$ cat config.mk
export PLATFORM = sky130hd
export DESIGN_NAME = mfm_sector_parser
export DESIGN_NICKNAME = d
export VERILOG_FILES = /design/src/rtl/mfm_sector_parser.sv
export SDC_FILE = /design/constraint.sdc
export NUM_CORES = 1
export LEC_CHECK = 0
export CORE_MARGIN = 3
export CORE_UTILIZATION = 25
export CTS_CLUSTER_DIAMETER = 150
export CTS_CLUSTER_SIZE = 14
export DETAILED_ROUTE_END_ITERATION = 10
export REMOVE_ABC_BUFFERS = 1
export SYNTH_ARGS = -nofsm -noshare
export SYNTH_HDL_FRONTEND = slang
export SYNTH_SLANG_ARGS = --single-unit
$ cat constraint.sdc
create_clock -name i_Clk -period 2.55 [get_ports i_Clk]
set_input_delay 0.51 -clock i_Clk [delete_from_list [all_inputs] [get_ports i_Clk]]
set_output_delay 0.51 -clock i_Clk [all_outputs]
set_load 0.05 [all_outputs]
$ cat src/rtl/mfm_sector_parser.sv
// mfm_sector_parser
// Turns the decoded MFM byte stream into floppy ID fields and data-field
// payload. After each sync mark it classifies the address mark. It captures
// the C/H/R/N ID bytes, streams data bytes with their offset, and checks the
// CRC-16-CCITT of each field. A residue of zero means the field is good.
module mfm_sector_parser #(
  parameter int MAX_SIZE_CODE = 3
) (
  input  logic        i_Clk,
  input  logic        i_Reset_n,
  input  logic [7:0]  i_Data,
  input  logic        i_Valid,
  input  logic        i_Sync,
  output logic [7:0]  o_Id_Cyl,
  output logic [7:0]  o_Id_Head,
  output logic [7:0]  o_Id_Sector,
  output logic [7:0]  o_Id_Size,
  output logic        o_Id_Valid,
  output logic        o_Id_Crc_Err,
  output logic [7:0]  o_Byte,
  output logic        o_Byte_Valid,
  output logic [10:0] o_Byte_Index,
  output logic        o_Sector_Done,
  output logic        o_Crc_Err,
  output logic        o_Abort
);

  typedef enum logic [1:0] {
    IDLE       = 2'd0,
    ARMED      = 2'd1,
    ID_FIELD   = 2'd2,
    DATA_FIELD = 2'd3
  } state_t;

  // CRC seed after reset, and the CRC of the three A1 sync bytes. The sync
  // pulse stands for the whole A1 A1 A1 preamble. Extra A1 bytes seen while
  // armed are therefore only counted and are not folded in again.
  localparam logic [15:0] CRC_RESET = 16'hFFFF;
  localparam logic [15:0] CRC_SYNC  = 16'hCDB4;
  localparam logic [7:0]  MAX_N     = 8'(MAX_SIZE_CODE);

  // CRC-16-CCITT (poly 0x1021). MSB first, one whole byte per call.
  function automatic logic [15:0] crc_byte(input logic [15:0] crc,
                                           input logic [7:0]  d);
    logic [15:0] c;
    c = crc ^ {d, 8'h00};
    for (int i = 0; i < 8; i++) begin
      c = c[15] ? ((c << 1) ^ 16'h1021) : (c << 1);
    end
    return c;
  endfunction

  state_t      state;
  logic [15:0] crc;
  logic [15:0] crc_nxt;
  logic [1:0]  a1_cnt;
  logic [10:0] fcnt;
  logic [7:0]  cyl_s;
  logic [7:0]  head_s;
  logic [7:0]  sec_s;
  logic [7:0]  size_s;
  logic        id_ok;
  logic [2:0]  ok_size;
  logic [11:0] len;

  assign crc_nxt = crc_byte(crc, i_Data);
  // The payload length comes from the size code of the last good ID field.
  assign len     = 12'd128 << ok_size;

  // Parser FSM: control state, field counters, CRC and all registered outputs.
  always_ff @(posedge i_Clk or negedge i_Reset_n) begin
    if (!i_Reset_n) begin
      state         <= IDLE;
      crc           <= CRC_RESET;
      a1_cnt        <= 2'd0;
      fcnt          <= 11'd0;
      cyl_s         <= 8'h00;
      head_s        <= 8'h00;
      sec_s         <= 8'h00;
      size_s        <= 8'h00;
      id_ok         <= 1'b0;
      ok_size       <= 3'd0;
      o_Id_Cyl      <= 8'h00;
      o_Id_Head     <= 8'h00;
      o_Id_Sector   <= 8'h00;
      o_Id_Size     <= 8'h00;
      o_Id_Valid    <= 1'b0;
      o_Id_Crc_Err  <= 1'b0;
      o_Byte        <= 8'h00;
      o_Byte_Valid  <= 1'b0;
      o_Byte_Index  <= 11'd0;
      o_Sector_Done <= 1'b0;
      o_Crc_Err     <= 1'b0;
      o_Abort       <= 1'b0;
    end else begin
      o_Id_Valid    <= 1'b0;
      o_Byte_Valid  <= 1'b0;
      o_Sector_Done <= 1'b0;
      o_Abort       <= 1'b0;

      if (i_Sync) begin
        // A sync mark always re-arms. Any byte in the same cycle is dropped.
        // If a field was in flight, it is abandoned.
        if (state == ID_FIELD || state == DATA_FIELD) o_Abort <= 1'b1;
        if (state == DATA_FIELD) id_ok <= 1'b0;
        state  <= ARMED;
        crc    <= CRC_SYNC;
        a1_cnt <= 2'd0;
        fcnt   <= 11'd0;
      end else if (i_Valid) begin
        case (state)
          IDLE: begin
            // Bytes are meaningless until a sync mark arrives.
          end

          ARMED: begin
            if (i_Data == 8'hA1) begin
              if (a1_cnt == 2'd3) begin
                o_Abort <= 1'b1;
                state   <= IDLE;
              end else begin
                a1_cnt <= a1_cnt + 2'd1;
              end
            end else if (i_Data == 8'hFE) begin
              crc   <= crc_nxt;
              fcnt  <= 11'd0;
              state <= ID_FIELD;
            end else if (i_Data == 8'hFB || i_Data == 8'hF8) begin
              // A data mark is accepted only after a good, supported ID.
              if (id_ok) begin
                crc   <= crc_nxt;
                fcnt  <= 11'd0;
                state <= DATA_FIELD;
              end else begin
                o_Abort <= 1'b1;
                state   <= IDLE;
              end
            end else begin
              o_Abort <= 1'b1;
              state   <= IDLE;
            end
          end

          ID_FIELD: begin
            crc  <= crc_nxt;
            fcnt <= fcnt + 11'd1;
            case (fcnt)
              11'd0:   cyl_s  <= i_Data;
              11'd1:   head_s <= i_Data;
              11'd2:   sec_s  <= i_Data;
              11'd3:   size_s <= i_Data;
              default: begin end
            endcase
            // The sixth byte is CRC-lo. The fold that includes it yields the
            // residue.
            if (fcnt == 11'd5) begin
              o_Id_Cyl     <= cyl_s;
              o_Id_Head    <= head_s;
              o_Id_Sector  <= sec_s;
              o_Id_Size    <= size_s;
              o_Id_Valid   <= 1'b1;
              o_Id_Crc_Err <= (crc_nxt != 16'h0000);
              id_ok        <= (crc_nxt == 16'h0000) && (size_s <= MAX_N);
              ok_size      <= size_s[2:0];
              state        <= IDLE;
            end
          end

          DATA_FIELD: begin
            crc  <= crc_nxt;
            fcnt <= fcnt + 11'd1;
            if ({1'b0, fcnt} < len) begin
              o_Byte       <= i_Data;
              o_Byte_Index <= fcnt;
              o_Byte_Valid <= 1'b1;
            end else if ({1'b0, fcnt} == len + 12'd1) begin
              o_Sector_Done <= 1'b1;
              o_Crc_Err     <= (crc_nxt != 16'h0000);
              id_ok         <= 1'b0;
              state         <= IDLE;
            end
          end

          default: state <= IDLE;
        endcase
      end
    end
  end

endmodule

# [Word-level counts from Yosys, hierarchy flattened]
# Cells that the tools add are included.
[word_totals] ff_bits=124 elab_cells=152
[classes] n_addsub=3 order_cmp=2 eq_ne=22 n_shift=1 muxes=67 bitwise_logic=11 reduce_logical=24
[ops] cell="$mux 13" n=8
[ops] cell="$mux 16" n=6
[ops] cell="$mux 11" n=6
[ops] cell="$eq 8x8->1 const B" n=4
[ops] cell="$pmux 16 s2" n=1
[ops] cell="$mux 2" n=15
[ops] cell="$mux 1" n=28
[ops] cell="$reduce_and 4->1" n=7
[ops] cell="$not 3->3" n=8
[ops] cell="$eq 11x2->1 const B" n=2
[ops] cell="$pmux 11 s2" n=1
[ops] cell="$logic_not 16->1" n=1
[ops] cell="$reduce_bool 16->1" n=1
[ops] cell="$xor 16x16->16" n=1
[ops] cell="$add 12x1->12 const B" n=1
[ops] cell="$eq 11x12->1" n=1
[ops] cell="$lt 11x12->1" n=1
[ops] cell="$ne 4x4->1 const B" n=3
[ops] cell="$reduce_and 6->1" n=2
[ops] cell="$shl 8x3->12 const A" n=1
[ops] cell="$add 11x1->11 const B" n=1
[ops] cell="$eq 11x1->1 const B" n=1
[ops] cell="$eq 11x3->1 const B" n=1
[ops] cell="$logic_not 11->1" n=1
[ops] cell="other kinds (18)" n=28

# [Depth between registers and ports, before layout]
# Gate-level depths: netlist of the first run.
[depth] word_depth=24 depth_mapped=9

# [Worst setup path before layout of the first run]
# No wires, ideal clock.
[synth_timing] path_kind="reg2reg" start="register, netlist name o_Id_Size[1]" end="register o_Byte_Index[0]" t_arrival_ns=2.383 required_ns=2.425 setup_slack_ns=0.042 path_stages_with_launch=9 n_path_buf=1 path_cell_list="dfrtp_1 or3_1 ha_1 o21ai_0 a22oi_1 and2_1 nor2_1 buf_2 mux2_2"
[synth_rtl] item="end signal, assigned" line_no="174" source="o_Byte_Index <= fcnt;"
[synth_rtl] item="end, declared" line_no="22" source="output logic [10:0] o_Byte_Index,"

==> reports/qor.csv, run 1 <==
metric;value;unit
Largest regs;crc: 16 flops, fcnt: 11 flops, o_Byte_Index: 11 flops;
Pleak;3.25;nW
num ports;69;
setup ws final;146;ps
CTS tree;yes;
CP max FO;3;
first-pass GRT wire length;22.9;mm
final hold viol count;0;
Routed WL;13.8;mm
initial antenna violation count;0;
Syn-to-layout area delta;32.8;%
vias in the first global route;4147;
Worst EP arrival;2700;ps
maxcap violations;0;
FP Rows;53;
Synth cell types;47;
Final Cycle Share;94.3;%
Vias;3863;
register with the most flip-flops;crc;
DRT iter0 DRCs;206;
CTS root buffer;clkbuf_16;
DP HPWL;10.1;mm
post-detailed-route count of antenna-violating nets;0;
Die W;154;um
async set-or-reset flop fraction in the synthesized netlist;100;%
Core Region;0.0212;sq mm
Syn. warnings;0;
sinks on the clock net;121;
Clock Tree Buf Depth;2;
# diodes;0;
min cycle time layout;2400;ps
most frequent cells in the layout;dfrtp_1 (105), mux2_2 (84), clkdlybuf4s50_1 (67);
status;finished, final reports clean;
H-tree depth;4;
final setup vio count;0;
worst r2r src;o_Id_Size[1];
CP Launch Type;flip-flop;
Post-route DRC;0;
Fmax;416;MHz
filler instances;2092;
Total Power;0.00442;W
die area;0.0237;sq mm
post-CTS setup buffers;0;
maximum VDD drop;0.398;mV
setup_tns;0;ps
Die Ht;154;um
post-synthesis cell count;434;
first-pass iteration count of the detailed router;5;
Total GRT Usage;12.3;%
fin. max-slew vios;0;
Post-synth EDFFs;0;
max reg flops;16;
Final nets;560;
Initial Util;25.7;%
via/cell ratio;4.68;
worst slew pin tran;568;ps
CTS buffer count;17;
HP Class;input pin to async pin;
register area share after synthesis;55.8;%
share of post-route cells with drive strength above 1;32.8;%
Place WS;-14.5;ps
Critical Path RT;2850;ps
Syn Area/Cell;12.6;sq um
Synth Register Bits;121;
Setup crit end kind;flip-flop;
largest net degree at the start of global routing;71;
Slew HR;62.0;%
Placed Area;0.00669;sq mm
crit path from;o_Id_Size[1];
design area;0.00725;sq mm
Clock Latency Late Sink;410;ps
pwr/cell area;609;mW/mm^2
critical path type;flip-flop to flip-flop;
Fin Hold WS;18.7;ps
clock-pin slew on the worst setup and hold paths;60;ps
commonest non-fill, non-tap cell in the layout;dfrtp_1;
WL/cell;16.7;um
Cell Area, Synth;0.00546;sq mm
routability congestion estimate from global placement;0.862;
RSZ-0062 raised after global routing;no;
Port Buf Inserts;68;
grt ovf;0;
prevailing post-synth register cell;dfrtp_1;
clk_skew;9.88;ps
per-stage QoR:
step	instances	util, %
2_1_floorplan	411	-
4_1_cts	826	34.1
3_3_place_gp	794	31.5
5_1_grt	826	34.2
3_5_place_dp	794	31.5
6_report	826	34.2
final cells by class:
cell class,instances,area (sq um),share of cell area [%]
Inverter,9,33.8,0.466
Clock buffer,22,464,6.40
Multi-Input combinational cell,281,2270,31.4
Tap cell,275,344,4.75
Timing Repair Buffer,108,991,13.7
Sequential cell,121,3050,42.0
Clock inverter,10,95.1,1.31
power breakdown:
group	switching [W]	internal [W]
registers	0.00000942	0.00193
logic	0.000141	0.0000927
clock network	0.000849	0.00139
critical path, cell delays in order (launching register included):
cell and delay (ps):
dfrtp_1 360, or3_1 380, ha_1 300, o21ai_1 60
a22oi_1 310, and2_1 250, and3_1 270, mux2_2 360
final timing paths:
kind / endpoint / slack (ps) / depth (start not counted)
max in group asynchronous: crc[8] / 1810 / 2
min in group i_Clk: crc[12] / 500 / 2
setup reg to reg: o_Crc_Err / 150 / 7
hold reg to reg: crc[12] / 500 / 2
setup / recovery: o_Crc_Err / 150 / 7
hold / removal: fcnt[2] / 20 / 1
what timing repair did:
action,4_1_cts,5_1_grt
resized for setup,0,2
endpoints found under the setup margin,0,19
endpoints found under the hold margin,0,0
hold buffers,0,0
cells in the mapped netlist (8+ instances only):
cell      instances  area [sq um]
dfrtp_1         105          2630
mux2_2           84           946
nand2_1          24          90.1
o21ai_0          20           100
xnor2_1          18           158
clkbuf_1         17          63.8
nor2_1           17          63.8
dfstp_2          16           420
a21oi_1          14          70.1
ha_1             10           125
nand4_1           9          56.3
inv_1             8          30.0
nor2b_1           8          50.1
xor2_1            8          70.1
cell families after synthesis:
kind of cell               synth area share (%)
muxes                                      18.1
adders and majority gates                  2.29
DFF                                        55.8
xor gates and xnor gates                   4.17
AOI/OAI and AO/OA                          6.62
and+or+nand+nor                            10.4
buffers and inverters                      2.68
metal layers:
layer / GRT usage [%] / wire (um)
met1: 16.6 / 6400
met3: 3.49 / 751
met5: 0 / 0
met2: 19.2 / 6420
met4: 4.25 / 200
Note: power is estimated with default switching activity, not from simulation.
==> run 2: changes to the inputs <==
Settings changed: CAP_MARGIN set to 30, REMOVE_ABC_BUFFERS 1 to not set.
==> run 2 against run 1 <==
Compared with the run above:
- via count is 1.0% lower
- cell area is 0.57% higher
- critical endpoint unchanged
- largest power group unchanged
- die area stayed put
==> reports/qor.csv, run 2 (synthesis gave the netlist of run 1 again) <==
metric;value;unit
Syn-to-layout area delta;33.5;%
H-tree depth;4;
min cycle time layout;2390;ps
first-pass iteration count of the detailed router;4;
DP HPWL;9.96;mm
Mapped Nets;456;
Pleak;3.26;nW
# diodes;0;
initial antenna violation count;0;
Reg2Reg Setup Slack;160;ps
RSZ-0062 raised after global routing;no;
share of post-route cells with drive strength above 1;33.3;%
Die W;154;um
register with the most flip-flops;crc;
Slew HR;62.1;%
vias in the first global route;4120;
critical path type;flip-flop to flip-flop;
first-pass GRT wire length;22.9;mm
die area;0.0237;sq mm
Die Ht;154;um
maxcap violations;0;
via/cell ratio;4.64;
status;finished, final reports clean;
Vias;3824;
final setup vio count;0;
post-CTS setup buffers;0;
Setup crit end kind;flip-flop;
Total Power;0.00457;W
Final Cycle Share;93.7;%
Routed WL;14.0;mm
WL/cell;17.0;um
CP max FO;3;
CTS buffer count;17;
Reg2Reg Depth;7;
wire length on met3;678;um
Core Util, Final;34.4;%
Port Buf Inserts;68;
CTS root buffer;clkbuf_16;
Clock Latency Late Sink;410;ps
RR Endpoint;o_Crc_Err;
Total GRT Usage;12.3;%
most frequent cells in the layout;dfrtp_1 (105), mux2_2 (84), clkdlybuf4s50_1 (67);
HP Class;input pin to async pin;
Core Region;0.0212;sq mm
WL met1;6.39;mm
sinks on the clock net;121;
routability congestion estimate from global placement;0.810;
fin. max-slew vios;0;
Fmax;419;MHz
filler instances;2087;
commonest non-fill, non-tap cell in the layout;dfrtp_1;
pwr/cell area;627;mW/mm^2
worst slew pin tran;569;ps
Critical Path RT;2850;ps
Largest regs;crc: 16 flops, fcnt: 11 flops, o_Byte_Index: 11 flops;
setup_tns;0;ps
CTS tree;yes;
Post-route DRC;0;
dpl cells;792;
final hold viol count;0;
clk_skew;7.30;ps
num ports;69;
clock-pin slew on the worst setup and hold paths;60;ps
met2 wire len;6.85;mm
grt ovf;0;
Final nets;559;
largest net degree at the start of global routing;59;
FP Rows;53;
DRT iter0 DRCs;335;
post-detailed-route count of antenna-violating nets;0;
maximum VDD drop;0.426;mV
Final Non-Filler Cells;825;
max reg flops;16;
Initial Util;25.7;%
worst r2r src;o_Id_Size[1];
Clock Tree Buf Depth;2;
CP Launch Type;flip-flop;
top layer in use;met4;
Worst EP arrival;2690;ps
## run 2: cell types whose count changed in the layout (fill, tap and decap cells not counted), sizes merged
| cell | before | now |
|---|---|---|
| clkbuf | 22 | 17 |
| inv | 9 | 13 |
| buf | 41 | 40 |
| bufinv | 1 | 2 |
## run 2: routing by layer
metal  vias up  track usage [%]
met5         -                0
met4         0             2.94
met3        12             3.15
met2       102             20.1
met1      1946             16.3
li1       1764                -
## run 2: stage by stage
step | worst slack (ps) | area [sq um] | hold WS (ps)
after floorplan | 42.4 | 5460 | 214
after global placement | 22.1 | 6680 | 476
after detailed placement | -83.4 | 6680 | 485
after CTS | 35.8 | 7270 | 109
after global routing | 19.4 | 7290 | 144
final | 161 | 7290 | 103
## run 2: what timing repair did
action	CTS	global route
endpoints found under the setup margin	0	19
gates resized for setup	0	6
hold buffers	0	0
## run 2: worst max path at each step
| stage | to | start | cells past startpoint | slack (ps) |
|---|---|---|---|---|
| 2_1_floorplan | o_Byte_Index[0] | o_Id_Size[1] | 8 | 40 |
| 3_3_place_gp | o_Abort | i_Data[2] | 6 | 20 |
| 3_5_place_dp | id_ok | i_Data[5] | 6 | -80 |
| 4_1_cts | o_Byte_Index[1] | o_Id_Size[1] | 8 | 40 |
| 5_1_grt | o_Byte[1] | o_Id_Size[1] | 8 | 20 |
| 6_report | o_Crc_Err | o_Id_Size[1] | 7 | 160 |
## run 2: area by class of cell
type	count	area [sq um]	area share, %
timing repair buffer	107	1000	13.7
tap	275	344	4.72
clock inverter	15	166	2.28
clock buffer	17	425	5.83
multi-input combinational	281	2270	31.2
inverter	9	33.8	0.463
sequential	121	3050	41.8
## run 2: critical path, cell delays in order (launching register included)
cell	delay, ps
dfrtp_1	370
or3_1	370
ha_1	300
o21ai_1	70
a22oi_1	300
and2_1	240
and3_1	270
mux2_2	350
## run 2: power by group
part	total [W]	leakage, nW	internal (W)	switching (W)
Combinational	0.000234	1.35	0.0000908	0.000144
Clock	0.00239	0.287	0.00146	0.000937
Sequential	0.00194	1.63	0.00193	0.0000101
==> run 3: changes to the inputs <==
Settings changed: CORE_UTILIZATION 25 to 46, CTS_CLUSTER_DIAMETER 150 to not set, PLACE_DENSITY set to 0.68.
==> run 3 against run 2 <==
Compared with the run above:
- non-clock buffer count rose by 2
- sequential share of layout area rose by 0.95 points
- clock skew rose by 0.85 ps
- register-to-register slack got worse by 40 ps
- global-route usage rose by 9.3 points
- critical path type unchanged
==> reports/qor.csv, run 3 (synthesis gave the netlist of run 1 again) <==
metric;value;unit
status;finished, final reports clean;
pwr/cell area;638;mW/mm^2
first-pass GRT wire length;21.8;mm
Crit-path slowest cell;or3_1;
largest net degree at the start of global routing;50;
Pleak;3.27;nW
setup_tns;0;ps
CTS root buffer;clkbuf_16;
Largest regs;crc: 16 flops, fcnt: 11 flops, o_Byte_Index: 11 flops;
Final nets;561;
max reg flops;16;
Reg2Reg Depth;8;
dpl cells;662;
Critical Path RT;2850;ps
via/cell ratio;5.53;
Fmax;412;MHz
Syn-to-layout area delta;30.6;%
# diodes;0;
DRT iter0 DRCs;228;
Internal;0.00349;W
min cycle time layout;2430;ps
sinks on the clock net;121;
RR Endpoint;o_Byte[6];
final setup vio count;0;
WL/cell;18.8;um
H-tree depth;4;
num ports;69;
Reg2Reg Setup Slack;120;ps
HP Class;flip-flop to flip-flop;
Clock power frac;52.0;%
post-detailed-route count of antenna-violating nets;0;
worst r2r src;o_Id_Size[1];
maximum VDD drop;0.500;mV
most frequent cells in the layout;dfrtp_1 (105), mux2_2 (84), clkdlybuf4s50_1 (67);
final hold viol count;0;
Initial Util;47.4;%
Vias;3839;
DP HPWL;9.27;mm
switch share;23.1;%
Die W;115;um
Core Region;0.0115;sq mm
Final Cycle Share;95.1;%
die area;0.0132;sq mm
HP Start;head_s[5];
routability congestion estimate from global placement;0.863;
grt ovf;0;
Worst EP arrival;2730;ps
first-pass iteration count of the detailed router;4;
RSZ-0062 raised after global routing;yes;
CTS tree;yes;
fin. max-slew vios;0;
CP max FO;9;
maxcap violations;0;
Min-Delay Endpoint;head_s[5];
commonest non-fill, non-tap cell in the layout;dfrtp_1;
register with the most flip-flops;crc;
Mapped Nets;456;
Largest stage delay, worst path;380;ps
Setup crit end kind;flip-flop;
Post-route DRC;0;
vias in the first global route;4063;
worst hold stages;1;
worst slew pin tran;516;ps
clock-pin slew on the worst setup and hold paths;60;ps
sequential power share;42.7;%
CP Launch Type;flip-flop;
initial antenna violation count;0;
Final Non-Filler Cells;694;
Routed WL;13.1;mm
Gate power share;5.2;%
Port Buf Inserts;68;
Clock Latency Late Sink;420;ps
critical path type;flip-flop to flip-flop;
Clock Tree Buf Depth;2;
Placed Area;0.00653;sq mm
CTS buffer count;17;
FP Rows;39;
NetSw;0.00105;W
design area;0.00713;sq mm
clk_skew;8.16;ps
share of post-route cells with drive strength above 1;33.2;%
Die Ht;115;um
Slew HR;65.5;%
Total GRT Usage;21.6;%
crit path cell chain;or3_1 > ha_1 > o21ai_0 > a22oi_1 > and2_1 > nor2_2 > buf_4 > mux2_2;
-- run 3: power by group through the flow --
stage                     Clock, W  Sequential [W]  Combinational, W
after CTS                  0.00239         0.00194          0.000242
after floorplan                  0         0.00199         0.0000919
after detailed placement         0         0.00198          0.000239
final                      0.00237         0.00194          0.000238
after global routing       0.00248         0.00194          0.000262
after global placement           0         0.00198          0.000236
-- run 3: stage by stage --
stage / setup slack (ps) / total power, W / hold WS [ps] / util, %
floorplan: 42.4 / 0.00208 / 214 / -
global placement: 31.0 / 0.00221 / 412 / 56.7
detailed placement: -80.1 / 0.00221 / 418 / 56.7
CTS: 68.3 / 0.00458 / 498 / 61.9
global route: -28.5 / 0.00469 / 510 / 61.9
finish: 124 / 0.00455 / 493 / 61.9
-- run 3: layout make-up --
class / count / area (sq um)
fillers: 912 / 4390
flip-flops and latches: 121 / 3050
multi-input cells: 281 / 2270
repair buffers: 109 / 1020
clock buffers: 18 / 439
well taps: 143 / 179
clock inverters: 13 / 144
inverters: 9 / 33.8
-- run 3: worst max path at each step --
stage	slack [ps]	end	start	cells after the start
final	120	o_Byte[6]	o_Id_Size[1]	8
after global routing	-30	o_Byte[6]	o_Id_Size[1]	8
after CTS	70	o_Byte_Index[9]	o_Id_Size[1]	8
after detailed placement	-80	o_Crc_Err	i_Data[5]	6
after global placement	30	o_Crc_Err	i_Data[5]	6
after floorplan	40	o_Byte_Index[0]	o_Id_Size[1]	8
-- run 3: timing repair --
item,in CTS,in global routing
buffers inserted,0,0
endpoints found under the setup margin,0,19
resized for setup,0,2
hold buffers,1,0
hold endpoints to repair,18,0
-- run 3: critical path: cells and delay by family, from the launching register on --
| family | cells | cell delay [ps] |
|---|---|---|
| buffers and inverters | 1 | 220 |
| multiplexers | 1 | 340 |
| AND/OR/NAND/NOR | 3 | 790 |
| AO/OA/AOI/OAI | 2 | 300 |
| adder cells (fa/ha/maj) | 1 | 300 |
| flip-flops | 1 | 360 |
-- run 3: layer usage --
metal / track usage (%) / wire length (um)
met5: 0 / 0
met4: 7.04 / 242
met3: 5.63 / 525
met2: 34.6 / 6430
met1: 28.8 / 5870
